File: config.mk
export PLATFORM = sky130hd
export DESIGN_NAME = id_ex_stage
export DESIGN_NICKNAME = d
export VERILOG_FILES = /design/src/rtl/pipe_pkg.sv /design/src/rtl/forwarding_unit.sv /design/src/rtl/id_ex_stage.sv
export SDC_FILE = /design/constraint.sdc
export NUM_CORES = 1
export LEC_CHECK = 0
export CAP_MARGIN = 20
export CORE_AREA = 2 2 207 209
export CTS_CLUSTER_DIAMETER = 100
export DETAILED_ROUTE_END_ITERATION = 7
export DIE_AREA = 0 0 209 211
export PLACE_DENSITY = 0.62
export SLEW_MARGIN = 20
export SYNTH_ARGS = -nofsm -noshare
export SYNTH_HDL_FRONTEND = slang
export SYNTH_SLANG_ARGS = --single-unit
export TNS_END_PERCENT = 30
File: constraint.sdc
create_clock -name clk -period 2.2 [get_ports clk]
set_clock_uncertainty 0.15 [all_clocks]
set_input_delay 0.33 -clock clk [delete_from_list [all_inputs] [get_ports clk]]
set_output_delay 0.33 -clock clk [all_outputs]
set_load 0.01 [all_outputs]
File: src/rtl/pipe_pkg.sv
// Shared types and constants for the ID/EX stage of the RV32I pipeline.
package pipe_pkg;

  localparam int unsigned PIPE_DATA_W = 32;
  localparam int unsigned PIPE_OP_W   = 4;
  localparam int unsigned PIPE_REG_W  = 5;

  localparam logic [PIPE_OP_W-1:0] ALU_AND = 4'b0000;
  localparam logic [PIPE_OP_W-1:0] ALU_OR  = 4'b0001;
  localparam logic [PIPE_OP_W-1:0] ALU_ADD = 4'b0010;
  localparam logic [PIPE_OP_W-1:0] ALU_EQ  = 4'b1000;

  // Operand source selected by the forwarding unit.
  typedef enum logic [1:0] {
    FWD_REG   = 2'b00,
    FWD_MEMWB = 2'b01,
    FWD_EXMEM = 2'b10
  } fwd_sel_e;

  // Everything the ID/EX register holds.
  typedef struct packed {
    logic                   valid;
    logic [PIPE_DATA_W-1:0] pc;
    logic [PIPE_DATA_W-1:0] rs1_data;
    logic [PIPE_DATA_W-1:0] rs2_data;
    logic [PIPE_DATA_W-1:0] imm;
    logic [PIPE_REG_W-1:0]  rs1;
    logic [PIPE_REG_W-1:0]  rs2;
    logic [PIPE_REG_W-1:0]  rd;
    logic                   alu_src;
    logic [PIPE_OP_W-1:0]   alu_op;
    logic                   reg_write;
    logic                   mem_read;
    logic                   mem_write;
    logic                   mem_to_reg;
    logic                   branch;
  } id_ex_t;

endpackage

File: src/rtl/forwarding_unit.sv
// Selects the freshest value for each EX source register from EX/MEM or MEM/WB.
module forwarding_unit
  import pipe_pkg::*;
#(
  parameter int unsigned REG_ADDR_W = 5
) (
  input  logic [REG_ADDR_W-1:0] ex_rs1,
  input  logic [REG_ADDR_W-1:0] ex_rs2,
  input  logic                  exm_reg_write,
  input  logic [REG_ADDR_W-1:0] exm_rd,
  input  logic                  mwb_reg_write,
  input  logic [REG_ADDR_W-1:0] mwb_rd,
  output fwd_sel_e              fwd_a,
  output fwd_sel_e              fwd_b
);

  logic exm_ok, mwb_ok;

  // A producer only forwards when it writes a real (non-x0) register.
  always_comb begin
    exm_ok = exm_reg_write && (exm_rd != '0);
    mwb_ok = mwb_reg_write && (mwb_rd != '0);
  end

  // EX/MEM is younger than MEM/WB, so it wins when both match.
  always_comb begin
    fwd_a = FWD_REG;
    fwd_b = FWD_REG;
    if (exm_ok && (exm_rd == ex_rs1))      fwd_a = FWD_EXMEM;
    else if (mwb_ok && (mwb_rd == ex_rs1)) fwd_a = FWD_MEMWB;
    if (exm_ok && (exm_rd == ex_rs2))      fwd_b = FWD_EXMEM;
    else if (mwb_ok && (mwb_rd == ex_rs2)) fwd_b = FWD_MEMWB;
  end

endmodule

File: src/rtl/id_ex_stage.sv
// ID/EX pipeline register with operand forwarding and load-use hazard detection.
module id_ex_stage
  import pipe_pkg::*;
#(
  parameter int unsigned DATA_WIDTH    = 32,
  parameter int unsigned OPCODE_LENGTH = 4,
  parameter int unsigned REG_ADDR_W    = 5
) (
  input  logic                     clk,
  input  logic                     rst_n,
  input  logic                     stall,
  input  logic                     flush,
  input  logic                     id_valid,
  input  logic [DATA_WIDTH-1:0]    id_pc,
  input  logic [DATA_WIDTH-1:0]    id_rs1_data,
  input  logic [DATA_WIDTH-1:0]    id_rs2_data,
  input  logic [DATA_WIDTH-1:0]    id_imm,
  input  logic [REG_ADDR_W-1:0]    id_rs1,
  input  logic [REG_ADDR_W-1:0]    id_rs2,
  input  logic [REG_ADDR_W-1:0]    id_rd,
  input  logic                     id_alu_src,
  input  logic [OPCODE_LENGTH-1:0] id_alu_op,
  input  logic                     id_reg_write,
  input  logic                     id_mem_read,
  input  logic                     id_mem_write,
  input  logic                     id_mem_to_reg,
  input  logic                     id_branch,
  input  logic                     exm_reg_write,
  input  logic [REG_ADDR_W-1:0]    exm_rd,
  input  logic [DATA_WIDTH-1:0]    exm_result,
  input  logic                     mwb_reg_write,
  input  logic [REG_ADDR_W-1:0]    mwb_rd,
  input  logic [DATA_WIDTH-1:0]    mwb_result,
  output logic                     load_use_stall,
  output logic                     ex_valid,
  output logic [DATA_WIDTH-1:0]    ex_src_a,
  output logic [DATA_WIDTH-1:0]    ex_src_b,
  output logic [OPCODE_LENGTH-1:0] ex_operation,
  output logic [DATA_WIDTH-1:0]    ex_store_data,
  output logic [DATA_WIDTH-1:0]    ex_pc,
  output logic [REG_ADDR_W-1:0]    ex_rd,
  output logic                     ex_reg_write,
  output logic                     ex_mem_read,
  output logic                     ex_mem_write,
  output logic                     ex_mem_to_reg,
  output logic                     ex_branch
);

  // id_ex_t field widths come from pipe_pkg; parameters must match them.
  id_ex_t   ex_d, ex_q;
  fwd_sel_e fwd_a, fwd_b;
  logic [DATA_WIDTH-1:0] fwd_rs1, fwd_rs2;

  // Load in EX feeding a source of the instruction in ID; a flush makes it moot.
  always_comb begin
    load_use_stall = ex_q.valid && ex_q.mem_read && (ex_q.rd != '0) && id_valid &&
                     ((ex_q.rd == id_rs1) || (ex_q.rd == id_rs2)) && !flush;
  end

  // Next-state with priority flush > stall > load-use bubble > load.
  always_comb begin
    ex_d = ex_q;
    if (flush) begin
      ex_d = '0;
    end else if (stall) begin
      ex_d = ex_q;
    end else if (load_use_stall) begin
      ex_d = '0;
    end else begin
      ex_d.valid      = id_valid;
      ex_d.pc         = id_pc;
      ex_d.rs1_data   = id_rs1_data;
      ex_d.rs2_data   = id_rs2_data;
      ex_d.imm        = id_imm;
      ex_d.rs1        = id_rs1;
      ex_d.rs2        = id_rs2;
      ex_d.rd         = id_rd;
      ex_d.alu_src    = id_alu_src;
      ex_d.alu_op     = id_alu_op;
      ex_d.reg_write  = id_reg_write;
      ex_d.mem_read   = id_mem_read;
      ex_d.mem_write  = id_mem_write;
      ex_d.mem_to_reg = id_mem_to_reg;
      ex_d.branch     = id_branch;
    end
  end

  // Stage register; zero is a bubble with operation ALU_AND.
  always_ff @(posedge clk or negedge rst_n) begin
    if (!rst_n) ex_q <= '0;
    else        ex_q <= ex_d;
  end

  forwarding_unit #(
    .REG_ADDR_W (REG_ADDR_W)
  ) u_forwarding_unit (
    .ex_rs1        (ex_q.rs1),
    .ex_rs2        (ex_q.rs2),
    .exm_reg_write (exm_reg_write),
    .exm_rd        (exm_rd),
    .mwb_reg_write (mwb_reg_write),
    .mwb_rd        (mwb_rd),
    .fwd_a         (fwd_a),
    .fwd_b         (fwd_b)
  );

  // Operand muxes driven by the forwarding selects.
  always_comb begin
    unique case (fwd_a)
      FWD_EXMEM: fwd_rs1 = exm_result;
      FWD_MEMWB: fwd_rs1 = mwb_result;
      default:   fwd_rs1 = ex_q.rs1_data;
    endcase
    unique case (fwd_b)
      FWD_EXMEM: fwd_rs2 = exm_result;
      FWD_MEMWB: fwd_rs2 = mwb_result;
      default:   fwd_rs2 = ex_q.rs2_data;
    endcase
  end

  // Outputs to the ALU and downstream; control gated so an invalid slot never acts.
  always_comb begin
    ex_valid      = ex_q.valid;
    ex_src_a      = fwd_rs1;
    ex_src_b      = ex_q.alu_src ? ex_q.imm : fwd_rs2;
    ex_store_data = fwd_rs2;
    ex_operation  = ex_q.alu_op;
    ex_pc         = ex_q.pc;
    ex_rd         = ex_q.rd;
    ex_reg_write  = ex_q.valid & ex_q.reg_write;
    ex_mem_read   = ex_q.valid & ex_q.mem_read;
    ex_mem_write  = ex_q.valid & ex_q.mem_write;
    ex_mem_to_reg = ex_q.valid & ex_q.mem_to_reg;
    ex_branch     = ex_q.valid & ex_q.branch;
  end

endmodule
==> summary.txt <==
Post-DP HPWL - 29.42 mm
Initial antenna violation count - 8
Syn_nets - 1324
Area of the multi-input gates - 6026 um^2
CTS tree - yes
Status - finished with violations
Placer Congestion - 0.8537
Number of buffers created by CTS - 17
Synth Register Bits - 154
Mapped cell area - 9901 um^2
DR iter-0 viols - 576
Routed len/inst - 21.83 um
Slew Viols, Final - 0
Via count - 10340
Reg2reg path depth - 8
Cells after Synth - 1090
Max Cap Viol - 0
Fillers - 3905
Residual DRC - 0
Setup violators final - 209
Synth Area in Simple Gates - 0.1653
Initial Util - 0.2371
Worst path cell trace - buf_4 > buf_4 > xnor2_4 > o211ai_4 > buf_4 > buf_12 > nor3_1 > a31oi_4 > mux2_4 > buf_6
Post-route total power - 8.999 mW
Largest family of logic cells by synthesized area - compound AO/OA/AOI/OAI gates
Yosys warnings - 0
Endpoints failing hold - 0
CP Depth - 10
IO Port Bufs - 377
H-Tree Depth - 4
Max Fclk - 313.9 MHz
Worst vdd ir - 0.0005120 V
Die W - 209 um
WP buf/inv - 5
Row count - 75
Tot GR Track Use - 0.2014
Vias per cell - 4.976
I/O pin cnt - 378
CTS root buf - clkbuf_16
Pin count of the biggest net entering global routing - 119
Unrepaired setup endpoints after global routing - yes
Top delay family on crit path - buffers and inverters
Syn-to-layout area delta - 79.79%
Sequential Power Share - 0.347
Clock Tree Buf Depth - 2
Fin crit period - 3.185 ns
Final Util - 0.4263
P_leak - 7.478 nW
Post-Synth XOR/XNOR Area - 0.02654
Comb power frac - 0.296
Cell mode on critical path - buf_4
Most frequent cells in the layout - 270 x clkdlybuf4s50_1, 154 x inv_1, 154 x o41ai_1
Post-synth cell types - 36
Avg Inst Size Synth - 9.083 um^2
Final WS setup - -0.9855 ns
Min-delay worst type - input port to flop
Share of layout cells above drive strength 1 - 0.3472
Register area share after synthesis - 0.3892
Worst hold slack - 0.1496 ns
Crit share post-route - 1.448
Routed Wire Length - 45.35 mm
Compound-Gate Fraction of Synth Area - 0.2098
Internal Power - 6.394 mW
Hold path cells - 3
Violated checks - setup timing
Drt first pass iters - 7
WS Path Type - flop to output port
Adder-cell share of the synthesized area - 0
First-pass GRT wire length - 67.03 mm
Sw frac - 0.2895
Full die area - 44100 um^2
Commonest non-fill, non-tap cell in the layout - clkdlybuf4s50_1
CTS Sinks - 154
Number of global-route vias before repair - 10870
Worst-margin pin slew - 0.4938 ns
Core area - 41760 um^2
Final ANT Viol Nets - 0
Clock Pin Slew Worst Setup and Hold Paths - 0.06 ns
Worst-path maximum fanout - 27
Clk Latency, worst-skew pair - 0.45 ns
CP max stage cell - dfrtp_1
Post-synthesis mux area share - 0.06875
Slew HR - 0.6708
Critical Path Sink Type - output port
Net Switching - 2.606 mW
GR Overflow Total - 0
Clock power share - 0.358
Startpoint Class - flop
Setup TNS - -92.34 ns
Nets - 1760
Worst Path Arrival - 2.71 ns
Max incr delay on CP - 0.42 ns
Critical path data required time - 1.72 ns
FF/Latch Area - 3857 um^2
DP Cell Count - 1978
Pwr Density - 505.6 nW/um^2
DIE HEIGHT - 211 um
Non-Filler Instances - 2078
[metal layers]
layer  track usage  up-vias  routed length [um]
met4       0.06601        8                 832
met1        0.2472     5051               18820
met5             0        -                  53
met2        0.3337      449               21970
met3       0.06586       57                3676
li1              -     4776                   -
[through the flow]
| step | setup slack (ns) | instance area (um^2) |
|---|---|---|
| floorplan | -0.1805 | 10150 |
| global placement | -1.429 | 15030 |
| detailed placement | -1.440 | 15030 |
| CTS | -0.9985 | 17150 |
| global route | -1.017 | 17800 |
| finish | -0.9855 | 17800 |
[power groups by stage]
| stage | Clock (mW) | Sequential (mW) | Combinational, mW |
|---|---|---|---|
| after floorplan | 0 | 3.11 | 0.925 |
| after global placement | 0 | 3.15 | 2.22 |
| after global routing | 3.44 | 3.14 | 2.82 |
| after CTS | 3.34 | 3.12 | 2.55 |
| final | 3.22 | 3.12 | 2.66 |
| after detailed placement | 0 | 3.15 | 2.24 |
[cell families after synthesis]
family	after synthesis
muxes	64
DFF	154
xor gates and xnor gates	30
AOI/OAI and AO/OA	255
buffers and inverters	312
and+or+nand+nor	275
[synth_stat cells, drive strengths merged]
| cell | instances | share of area |
|---|---|---|
| o41ai | 154 | 0.14 |
| mux2 | 32 | 0.036 |
| buf | 76 | 0.051 |
| inv | 154 | 0.058 |
| nor2b | 2 | 0.0013 |
| a221oi | 1 | 0.00088 |
| o211a | 1 | 0.0010 |
| nand4 | 2 | 0.0013 |
| nor4b | 1 | 0.0015 |
| or4 | 3 | 0.0030 |
| dfrtp | 154 | 0.39 |
| nand3b | 118 | 0.089 |
| xnor2 | 17 | 0.015 |
| clkbuf | 82 | 0.031 |
| xor2 | 13 | 0.012 |
| a21oi | 32 | 0.016 |
| nor2 | 34 | 0.013 |
| or2 | 1 | 0.00063 |
| o211ai | 2 | 0.0034 |
| and2 | 5 | 0.0032 |
| nand3 | 35 | 0.018 |
| mux2i | 32 | 0.032 |
| or4b | 1 | 0.0014 |
| nor4 | 1 | 0.0013 |
| nor3 | 35 | 0.018 |
| a31oi | 32 | 0.035 |
| o21ai | 33 | 0.017 |
| nand2 | 37 | 0.014 |
[final timing paths]
| kind | slack [ns] | start | endpoint |
|---|---|---|---|
| max | -0.99 | ex_q[15] | ex_src_b[24] |
| min | 0.15 | flush | ex_pc[27] |
| max reg2reg | -0.25 | ex_rd[2] | ex_q[102] |
| min reg2reg | 0.33 | ex_pc[9] | ex_pc[9] |
| max in group asynchronous | 1.07 | rst_n | ex_q[44] |
| min in group asynchronous | 0.19 | rst_n | ex_operation[2] |
[timing repair]
item,CTS,global route
endpoints found under the hold margin,150,0
cloned,11,2
setup buffers,50,16
pin swaps,62,53
resized for setup,610,118
hold buffers,1,0
endpoints found under the setup margin,219,221
[registers in the layout (all words and copies together), names as in the netlist]
| signal | count |
|---|---|
| ex_q | 112 |
| ex_valid | 1 |
| ex_operation | 4 |
| ex_rd | 5 |
| ex_pc | 32 |
[cell type report]
class,instances,share of cell area
clock inverter,12,0.009700
inverter,154,0.03247
antenna,1,0.0001406
sequential,154,0.2167
multi-input combinational,624,0.3385
timing repair buffer,575,0.3391
clock buffer,19,0.02544
tap,539,0.03789
[tightest hold or removal path, stage by stage]
cell and delay (ns):
buf_6 0.10, buf_12 0.18, o41ai_1 0.10
Power figures use the tool's default switching activity.
